===== config.mk =====
export PLATFORM = sky130hd
export DESIGN_NAME = logo_renderer
export DESIGN_NICKNAME = d
export VERILOG_FILES = /design/src/rtl/logo_renderer.sv
export SDC_FILE = /design/constraint.sdc
export NUM_CORES = 1
export LEC_CHECK = 0
export ABC_AREA = 1
export ABC_CLOCK_PERIOD_IN_PS = 2400
export CELL_PAD_IN_SITES_DETAIL_PLACEMENT = 1
export CELL_PAD_IN_SITES_GLOBAL_PLACEMENT = 1
export CORE_MARGIN = 5
export CORE_UTILIZATION = 17
export CTS_CLUSTER_DIAMETER = 120
export CTS_CLUSTER_SIZE = 40
export DETAILED_ROUTE_END_ITERATION = 12
export GPL_TIMING_DRIVEN = 0
export PLACE_DENSITY = 0.74
export SYNTH_ARGS = -nofsm -noshare
export SYNTH_HDL_FRONTEND = slang
export SYNTH_SLANG_ARGS = --single-unit

===== constraint.sdc =====
create_clock -name Clk -period 2.4 [get_ports Clk]
set_clock_uncertainty 0.05 [all_clocks]
set_input_delay 0.36 -clock Clk [delete_from_list [all_inputs] [get_ports Clk]]
set_output_delay 0.36 -clock Clk [all_outputs]
set_load 0.01 [all_outputs]

===== src/rtl/logo_renderer.sv =====
// logo_renderer: tracks the screen mode and slides the selected logo down
// into place. It drives the logo and press-enter ROM row addresses, blinks
// the press-enter banner on the title screen, and registers per-pixel
// lit flags for the colour mapper.
// Optional macro LOGO_SLIDE_EN: when defined, a mode change starts the logo
// at Y_START and slides it down to LOGO_Y. When undefined, the logo appears
// at LOGO_Y immediately and the design holds there.
module logo_renderer #(
  parameter int unsigned SCALE_SHIFT  = 1,
  parameter int unsigned Y_START      = 0,
  parameter int unsigned LOGO_Y       = 96,
  parameter int unsigned SLIDE_STEP   = 4,
  parameter int unsigned PRESS_X      = 292,
  parameter int unsigned PRESS_Y      = 300,
  parameter int unsigned BLINK_FRAMES = 32
) (
  input  logic         Clk,
  input  logic         Reset,
  input  logic         frame_tick,
  input  logic [1:0]   mode,
  input  logic [9:0]   DrawX,
  input  logic [9:0]   DrawY,
  input  logic [95:0]  galaga_data,
  input  logic [127:0] gameover_data,
  input  logic [111:0] youwin_data,
  input  logic [54:0]  press_data,
  output logic [3:0]   logo_addr,
  output logic [2:0]   press_addr,
  output logic         logo_on,
  output logic         press_on,
  output logic         anim_done
);

  localparam int unsigned CW        = 11;
  localparam int unsigned LOGO_H    = 16 << SCALE_SHIFT;
  localparam int unsigned BLINK_W   = $clog2(2 * BLINK_FRAMES);
  localparam int unsigned BLINK_MAX = 2 * BLINK_FRAMES - 1;
  localparam int unsigned PRESS_W   = 55;
  localparam int unsigned PRESS_H   = 5;

  typedef enum logic [1:0] {S_IDLE, S_SLIDE, S_HOLD} state_t;

  state_t               r_state, w_state_nxt;
  logic [9:0]           r_cur_y, w_cur_y_nxt;
  logic [BLINK_W-1:0]   r_blink_cnt, w_blink_nxt;
  logic [1:0]           r_mode_q, w_mode_nxt;
  logic                 w_anim_nxt;
  logic [CW-1:0]        w_y_sum;

  logic [CW-1:0]        w_x, w_y;
  logic                 w_in_screen;
  logic [CW-1:0]        w_logo_w, w_logo_ws, w_x0, w_dx, w_dy;
  logic [127:0]         w_row;
  logic [6:0]           w_col;
  logic                 w_logo_hit, w_logo_bit;
  logic                 w_press_win, w_press_vis, w_press_bit;
  logic [5:0]           w_pdx;
  logic [63:0]          w_press_row;

  assign w_y_sum = CW'(r_cur_y) + CW'(SLIDE_STEP);

  // State, position, blink and mode registers plus the registered pixel flags
  always_ff @(posedge Clk) begin
    if (Reset) begin
      r_state     <= S_IDLE;
      r_cur_y     <= 10'(Y_START);
      r_blink_cnt <= '0;
      r_mode_q    <= 2'd0;
      anim_done   <= 1'b0;
      logo_on     <= 1'b0;
      press_on    <= 1'b0;
    end else begin
      r_state     <= w_state_nxt;
      r_cur_y     <= w_cur_y_nxt;
      r_blink_cnt <= w_blink_nxt;
      r_mode_q    <= w_mode_nxt;
      anim_done   <= w_anim_nxt;
      logo_on     <= w_logo_hit & w_logo_bit;
      press_on    <= w_press_win & w_press_vis & w_press_bit;
    end
  end

  // Next-state logic; a mode change overrides everything, including a frame_tick
  always_comb begin
    w_state_nxt = r_state;
    w_cur_y_nxt = r_cur_y;
    w_blink_nxt = r_blink_cnt;
    w_mode_nxt  = r_mode_q;
    w_anim_nxt  = anim_done;
    if (mode != r_mode_q) begin
      w_mode_nxt  = mode;
      w_blink_nxt = '0;
`ifdef LOGO_SLIDE_EN
      w_cur_y_nxt = 10'(Y_START);
      w_anim_nxt  = 1'b0;
      w_state_nxt = (mode != 2'd0) ? S_SLIDE : S_IDLE;
`else
      w_cur_y_nxt = 10'(LOGO_Y);
      w_anim_nxt  = (mode != 2'd0);
      w_state_nxt = (mode != 2'd0) ? S_HOLD : S_IDLE;
`endif
    end else begin
      case (r_state)
        S_IDLE: w_anim_nxt = 1'b0;
        S_SLIDE: begin
          if (frame_tick) begin
            if (w_y_sum >= CW'(LOGO_Y)) begin
              w_cur_y_nxt = 10'(LOGO_Y);
              w_state_nxt = S_HOLD;
              w_anim_nxt  = 1'b1;
            end else begin
              w_cur_y_nxt = 10'(w_y_sum);
            end
          end
        end
        S_HOLD: begin
          if (frame_tick)
            w_blink_nxt = (r_blink_cnt == BLINK_W'(BLINK_MAX)) ? '0 : r_blink_cnt + 1'b1;
        end
        default: w_state_nxt = S_IDLE;
      endcase
    end
  end

  // Logo width and MSB-aligned ROM row for the latched mode
  always_comb begin
    w_logo_w = '0;
    w_row    = '0;
    case (r_mode_q)
      2'd1: begin w_logo_w = CW'(96);  w_row = {galaga_data, 32'd0};  end
      2'd2: begin w_logo_w = CW'(128); w_row = gameover_data;         end
      2'd3: begin w_logo_w = CW'(112); w_row = {youwin_data, 16'd0};  end
      default: begin w_logo_w = '0;    w_row = '0;                    end
    endcase
  end

  assign w_x         = CW'(DrawX);
  assign w_y         = CW'(DrawY);
  assign w_in_screen = (w_x < CW'(640)) && (w_y < CW'(480));

  assign w_logo_ws  = w_logo_w << SCALE_SHIFT;
  assign w_x0       = CW'(320) - (w_logo_ws >> 1);
  assign w_dx       = w_x - w_x0;
  assign w_dy       = w_y - CW'(r_cur_y);
  assign w_col      = 7'(w_dx >> SCALE_SHIFT);
  assign w_logo_bit = w_row[7'(7'd127 - w_col)];
  assign w_logo_hit = w_in_screen && (r_state != S_IDLE) && (r_mode_q != 2'd0) &&
                      (w_y >= CW'(r_cur_y)) && (w_y < CW'(r_cur_y) + CW'(LOGO_H)) &&
                      (w_x >= w_x0) && (w_x < w_x0 + w_logo_ws);
  assign logo_addr  = w_logo_hit ? 4'(w_dy >> SCALE_SHIFT) : 4'd0;

  assign w_press_win = w_in_screen &&
                       (w_x >= CW'(PRESS_X)) && (w_x < CW'(PRESS_X + PRESS_W)) &&
                       (w_y >= CW'(PRESS_Y)) && (w_y < CW'(PRESS_Y + PRESS_H));
  assign w_press_vis = (r_mode_q == 2'd1) && (r_state == S_HOLD) &&
                       (r_blink_cnt < BLINK_W'(BLINK_FRAMES));
  assign w_pdx       = 6'(w_x - CW'(PRESS_X));
  assign w_press_row = {press_data, 9'd0};
  assign w_press_bit = w_press_row[6'(6'd63 - w_pdx)];
  assign press_addr  = w_press_win ? 3'(w_y - CW'(PRESS_Y)) : 3'd0;

endmodule


# Word-level counts from Yosys, hierarchy flattened
# Cells that the tools add are included.
[classes]
add_sub_neg = 11
magnitude_cmp = 14
eq_ne = 10
n_mux = 22
bitwise = 3
reduce_logical = 27
[op_table]
columns = ["op", "count"]
rows = [
  ["$pmux 128 s3", 1],
  ["$lt 10x9->1 const B", 3],
  ["$pmux 8 s3", 1],
  ["$lt 10x11->1", 2],
  ["$mux 7", 3],
  ["$ge 10x9->1 const B", 2],
  ["$logic_and 1x1->1", 13],
  ["$add 10x10->11", 1],
  ["$add 10x3->11 const B", 1],
  ["$add 10x6->11 const B", 1],
  ["$ge 10x11->1", 1],
  ["$ge 11x7->1 const B", 1],
  ["$ge 10x10->1", 1],
  ["$lt 10x10->1 const B", 1],
  ["$mux 10", 1],
  ["$reduce_bool 2->1", 5],
  ["$sub 9x8->10 const A", 1],
  ["$lt 7x8->1 const B", 1],
  ["$mux 2", 4],
  ["$sub 8x8->8", 1],
  ["$bmux 1 s7", 1],
  ["$lt 6x7->1 const B", 1],
  ["$sub 7x7->7 const A", 1],
  ["$add 6x1->6 const B", 1],
  ["other kinds (24)", 38],
]
[totals]
reg_bits = 23
out_inout_bits = 10

# Logic depth before layout (Yosys ltp)
[logic_depth]
ltp_word = 9
mapped_depth = 17
depth_no_buf = 16

# Worst setup path after synthesis
# No wires, ideal clock.
[synth_timing]
path_kind = "register -> output"
start = "register r_mode_q[0]"
end = "output logo_addr[0]"
t_arrival_ns = 2.096
slack_ns = -0.106
stages_incl_launch_ff = 11
n_path_buf = 2
cell_sequence = "dfxtp_1 buf_2 buf_2 nor2_1 fa_1 inv_1 ha_1 a21o_1 nand2_1 nand2_1 nor2_1"
[synth_between]
elab_chain_cells = 7
word_cells_on_any_way = 15
cone_classes = "add/sub: 2; order compare: 2; eq/ne: 3; mux: 2; reduce/logical: 6"
[synth_lines]
columns = ["element", "line", "text"]
rows = [
  ["from (decl)", "46", "logic [1:0] r_mode_q, w_mode_nxt;"],
  ["from (signal assigned)", "76", "r_mode_q <= w_mode_nxt;"],
  ["$eq 2x2->1, or another cell as far along", "129", "case (r_mode_q)"],
  ["$pmux 8 s3 / $logic_and 1x1->1 (equally long branches)", "129, 147", ""],
  ["$sub 9x8->10 / $logic_and 1x1->1 (equally long branches)", "142, 147", ""],
  ["$add 10x10->11, or another cell as far along", "149", "(w_x >= w_x0) && (w_x < w_x0 + w_logo_ws);"],
  ["$lt 10x11->1 / $logic_and 1x1->1 (equally long branches)", "149, 148", ""],
  ["$logic_and 1x1->1 (*)", "149", ""],
  ["$mux 4 (*)", "150", "assign logo_addr = w_logo_hit ? 4'(w_dy >> SCALE_SHIFT) : 4'd0;"],
  ["to (decl)", "27", "output logic [3:0] logo_addr,"],
]
# Mark *: on every way between the ends. The rest lies on a longest branch, timed or not.

# Worst setup path in the final report
[layout_timing]
start = "register r_mode_q[0]"
end = "output logo_addr[1]"
# Same word-level chain as after synthesis.

==> impl_metrics.xml <==
<?xml version="1.0" encoding="UTF-8"?>
<metrics>
  <group name="clocking">
    <metric name="clock_insertion_delay_worst_skew" unit="ps">240</metric>
    <metric name="cts_made_buffers" unit="">3</metric>
    <metric name="htree_depth" unit="">1</metric>
    <metric name="deepest_clock_path_buffer_count" unit="">2</metric>
    <metric name="cts_tree" unit="">built</metric>
    <metric name="clock_sinks" unit="">13</metric>
    <metric name="clock_transition_at_the_register_clock_pins_on_the_worst_setup_and_hold_paths_after_cts" unit="ps">50</metric>
    <metric name="clock-root-buffer" unit="">sky130_fd_sc_hd__clkbuf_16</metric>
  </group>
  <group name="grt">
    <metric name="grt.overflow.total" unit="">0</metric>
    <metric name="first_global_vias" unit="">9944</metric>
    <metric name="track_usage" unit="">0.2597</metric>
    <metric name="grt_start_max_net_pins" unit="">12</metric>
    <metric name="wire_length_of_the_first_global_routing_pass" unit="mm">65.17</metric>
    <metric name="antenna_found_initial" unit="">8</metric>
  </group>
  <group name="power_and_ir_drop">
    <metric name="leakage" unit="nW">4.440</metric>
    <metric name="power-per-cell-area" unit="mW/mm2">220.8</metric>
    <metric name="max-vdd-ir-drop" unit="uV">169.6</metric>
  </group>
  <group name="final_layout">
    <metric name="layout.nets" unit="">1930</metric>
    <metric name="flow.area_growth_from_synthesis" unit="%">110.2</metric>
    <metric name="most_common_cell_after_layout_fill_and_taps_aside" unit="">sky130_fd_sc_hd__clkdlybuf4s50_1</metric>
    <metric name="finish.instance_area" unit="mm2">0.01064</metric>
    <metric name="layout-drive-gt1-share" unit="">0.1098</metric>
    <metric name="postLayoutCoreUtil" unit="">0.3608</metric>
    <metric name="most_frequent_cells_in_the_layout" unit="">sky130_fd_sc_hd__clkdlybuf4s50_1 (402), sky130_fd_sc_hd__nand2_1 (378), sky130_fd_sc_hd__nand3_1 (238)</metric>
  </group>
  <group name="synth">
    <metric name="syn_inst" unit="">1035</metric>
    <metric name="yosys_register_bits" unit="">13</metric>
    <metric name="synth_largest_type_area_fraction" unit="">0.2841</metric>
    <metric name="netlist_cell_types" unit="">33</metric>
    <metric name="synth_sequential_area_ratio" unit="">0.05143</metric>
    <metric name="yosysWarnings" unit="">0</metric>
    <metric name="netlist.top_cell.by_area" unit="">sky130_fd_sc_hd__nand2_1</metric>
    <metric name="synthesis.nets" unit="">1471</metric>
    <metric name="synth.area.top_cells" unit="">sky130_fd_sc_hd__nand2_1 (28%), sky130_fd_sc_hd__nand3_1 (24%), sky130_fd_sc_hd__nand4_1 (8.9%)</metric>
    <metric name="mappedNetlistArea" unit="mm2">0.005060</metric>
    <metric name="syn_area_per_cell" unit="um2">4.889</metric>
  </group>
  <group name="place">
    <metric name="io_buffer_count" unit="">422</metric>
    <metric name="hpwl" unit="mm">37.29</metric>
    <metric name="gp_routability_congestion" unit="">0.8617</metric>
    <metric name="dpl-instance-area" unit="mm2">0.009842</metric>
  </group>
  <group name="drt">
    <metric name="ant_nets" unit="">0</metric>
    <metric name="met2_wirelength" unit="mm">22.72</metric>
    <metric name="first_drt_iteration_drcs" unit="">501</metric>
    <metric name="routed-wl-met3" unit="mm">2.872</metric>
    <metric name="vias_per_cell" unit="">4.915</metric>
    <metric name="routed-via-count" unit="">9295</metric>
    <metric name="routed.top_layer" unit="">met4</metric>
    <metric name="drc" unit="">0</metric>
    <metric name="drt_first_pass_iters" unit="">5</metric>
    <metric name="met1Wirelength" unit="mm">19.49</metric>
    <metric name="routed_wirelength" unit="mm">45.99</metric>
    <metric name="wl_per_cell" unit="um">24.32</metric>
  </group>
  <group name="sta">
    <metric name="hold_viol" unit="">0</metric>
    <metric name="maxSlewViolCount" unit="">0</metric>
    <metric name="final.setup.worst_slack" unit="ps">-458.7</metric>
    <metric name="maxClockFrequency" unit="MHz">349.8</metric>
    <metric name="finalSetupViolations" unit="">5</metric>
    <metric name="final_period_minus_worst_setup_slack" unit="ps">2859</metric>
    <metric name="post_route_clock_period_utilization" unit="">1.191</metric>
    <metric name="timing.slew.headroom" unit="">0.4940</metric>
    <metric name="unrepaired_setup_endpoints_after_global_routing" unit="">true</metric>
    <metric name="worst-slew-pin-transition" unit="ps">759.0</metric>
  </group>
  <group name="hold_path">
    <metric name="min-delay-start" unit="">anim_done</metric>
    <metric name="holdPathStages" unit="">2</metric>
    <metric name="type_of_the_worst_min_delay_path" unit="">reg2reg</metric>
    <metric name="holdPathEnd" unit="">anim_done</metric>
  </group>
  <group name="critical_path">
    <metric name="worst_r2r_path_depth" unit="">14</metric>
    <metric name="rr_startpoint" unit="">r_mode_q[0]</metric>
    <metric name="worst-path-max-fanout" unit="">5</metric>
    <metric name="max_stage_delay" unit="ps">550</metric>
    <metric name="path_buf_inv" unit="">5</metric>
    <metric name="crit_path_start_kind" unit="">register</metric>
    <metric name="crit_family" unit="">adder cells</metric>
    <metric name="setup.worst_path.end_class" unit="">output pin</metric>
    <metric name="cp.arrival" unit="ps">2450</metric>
    <metric name="crit_required" unit="ps">1990</metric>
    <metric name="critical_path.most_common_cell" unit="">sky130_fd_sc_hd__buf_6</metric>
    <metric name="critical-path-slowest-cell" unit="">sky130_fd_sc_hd__fa_2</metric>
    <metric name="cp.depth" unit="">11</metric>
    <metric name="crit_type" unit="">reg2out</metric>
    <metric name="rr_endpoint" unit="">logo_on</metric>
    <metric name="flop2flop_setup_slack" unit="ps">-210</metric>
    <metric name="timing.critical_path.cells" unit="">buf_6 &gt; buf_12 &gt; clkbuf_8 &gt; fa_2 &gt; inv_1 &gt; ha_1 &gt; a21o_1 &gt; nand2_2 &gt; nand2_4 &gt; nor2_4 &gt; buf_6</metric>
  </group>
  <group name="floorplan">
    <metric name="core_region_area" unit="mm2">0.02948</metric>
    <metric name="placement_rows" unit="">63</metric>
    <metric name="floorplan.initialDensity" unit="">0.1716</metric>
    <metric name="design.die.area" unit="mm2">0.03331</metric>
    <metric name="floorplan.die.width" unit="um">182.5</metric>
    <metric name="die_height" unit="um">182.5</metric>
    <metric name="ios" unit="">426</metric>
  </group>
  <group name="status">
    <metric name="status" unit="">finished, violations left</metric>
    <metric name="failing_checks" unit="">negative setup slack</metric>
  </group>
  <group name="flow_run">
    <metric name="max_cap_violations" unit="">0</metric>
  </group>
</metrics>
[layout make-up]
cell class              count  area [um2]
inverters                  84       335.3
well taps                 390       488.0
flip-flops and latches     13       267.8
plain buffers              80       625.6
repair buffers            455        4516
multi-input cells         857        4305
diodes                      8       20.02
fillers                  3868       18840
clock buffers               4       78.83
[worst max-delay path by stage]
stage	from	end	slack, ps
after detailed placement	DrawX[3]	press_addr[2]	-1990
after floorplan	r_mode_q[1]	logo_addr[0]	7
final	r_mode_q[0]	logo_addr[1]	-460
after global placement	DrawX[3]	press_addr[2]	-1990
after global routing	r_mode_q[1]	logo_addr[0]	-580
after CTS	r_mode_q[1]	logo_addr[0]	-470
[through the flow]
step | std cells | total power [W] | hold WS [ps] | worst slack, ps | TNS, ps
floorplan | 1035 | 0.0008468 | 403.9 | 6.521 | 0
detailed placement | 1847 | 0.001912 | 424.7 | -1987 | -13460
CTS | 1869 | 0.002316 | 433.7 | -474.1 | -2412
global placement | 1847 | 0.001889 | 406.0 | -1993 | -13480
global route | 1891 | 0.002510 | 474.3 | -577.4 | -2686
finish | 1891 | 0.002349 | 431.0 | -458.7 | -1997
[kinds of logic after synthesis]
logic type      count (synthesis)  synth area share
compound gates                 70           0.08630
xor+xnor                        4          0.006925
fa+ha+maj                      20           0.05242
buf+inv                       165            0.1372
flops                          13           0.05143
other cells                     1         0.0007411
simple gates                  762            0.6649
[state kept, by name, summed over array words and instances, names as in the netlist]
register     count
anim_done        1
logo_on          1
press_on         1
r_blink_cnt      6
r_cur_y          1
r_mode_q         2
r_state          1
[worst register-to-register path: cells and delay by family (launching register included)]
| family | cells | cell delay [ps] |
|---|---|---|
| AO/OA/AOI/OAI | 1 | 190 |
| adder cells (fa/ha/maj) | 2 | 820 |
| buffers and inverters | 6 | 690 |
| flip-flops | 1 | 370 |
| AND/OR/NAND/NOR | 5 | 410 |
[Yosys cell counts]
cell                       count
sky130_fd_sc_hd__buf_2        48
sky130_fd_sc_hd__fa_1          2
sky130_fd_sc_hd__a41oi_1       1
sky130_fd_sc_hd__nand4_1      72
sky130_fd_sc_hd__a21o_1        2
sky130_fd_sc_hd__nor2_2        2
sky130_fd_sc_hd__inv_1        79
sky130_fd_sc_hd__buf_1         6
sky130_fd_sc_hd__conb_1        1
sky130_fd_sc_hd__o211ai_1      4
sky130_fd_sc_hd__clkbuf_1     23
sky130_fd_sc_hd__o21a_1        1
sky130_fd_sc_hd__xnor2_1       2
sky130_fd_sc_hd__nand2_1     383
sky130_fd_sc_hd__nor3_1        3
sky130_fd_sc_hd__o31ai_1       3
sky130_fd_sc_hd__a211o_1       2
sky130_fd_sc_hd__clkinv_1      2
sky130_fd_sc_hd__a21oi_1      23
sky130_fd_sc_hd__nor2_1       56
sky130_fd_sc_hd__o221ai_1     11
sky130_fd_sc_hd__buf_4         4
sky130_fd_sc_hd__dfxtp_1      13
sky130_fd_sc_hd__ha_1         18
sky130_fd_sc_hd__o22ai_1       3
sky130_fd_sc_hd__o21ai_0      18
sky130_fd_sc_hd__nor4_1        2
sky130_fd_sc_hd__nand3_1     240
sky130_fd_sc_hd__or2_2         4
sky130_fd_sc_hd__inv_2         3
sky130_fd_sc_hd__xor2_1        2
sky130_fd_sc_hd__a211oi_1      1
sky130_fd_sc_hd__o21bai_1      1
[where the power goes]
group / switching, W / internal (W) / leakage, nW
Clock: 0.0000884 / 0.000224 / 0.0382
Sequential: 0.00000753 / 0.000222 / 0.107
Combinational: 0.000855 / 0.000952 / 4.29
[metal layers]
layer	global-route usage	vias up
met5	0	-
met2	0.4664	370
met3	0.03967	42
met4	0.05914	0
li1	-	4391
met1	0.3259	4492
[repair_timing]
item / CTS / global route
buffers inserted: 18 / 15
hold buffers: 0 / 0
endpoints found under the setup margin: 9 / 9
resized for setup: 116 / 62
pin swaps: 12 / 22
(Power assumes the default switching activity.)
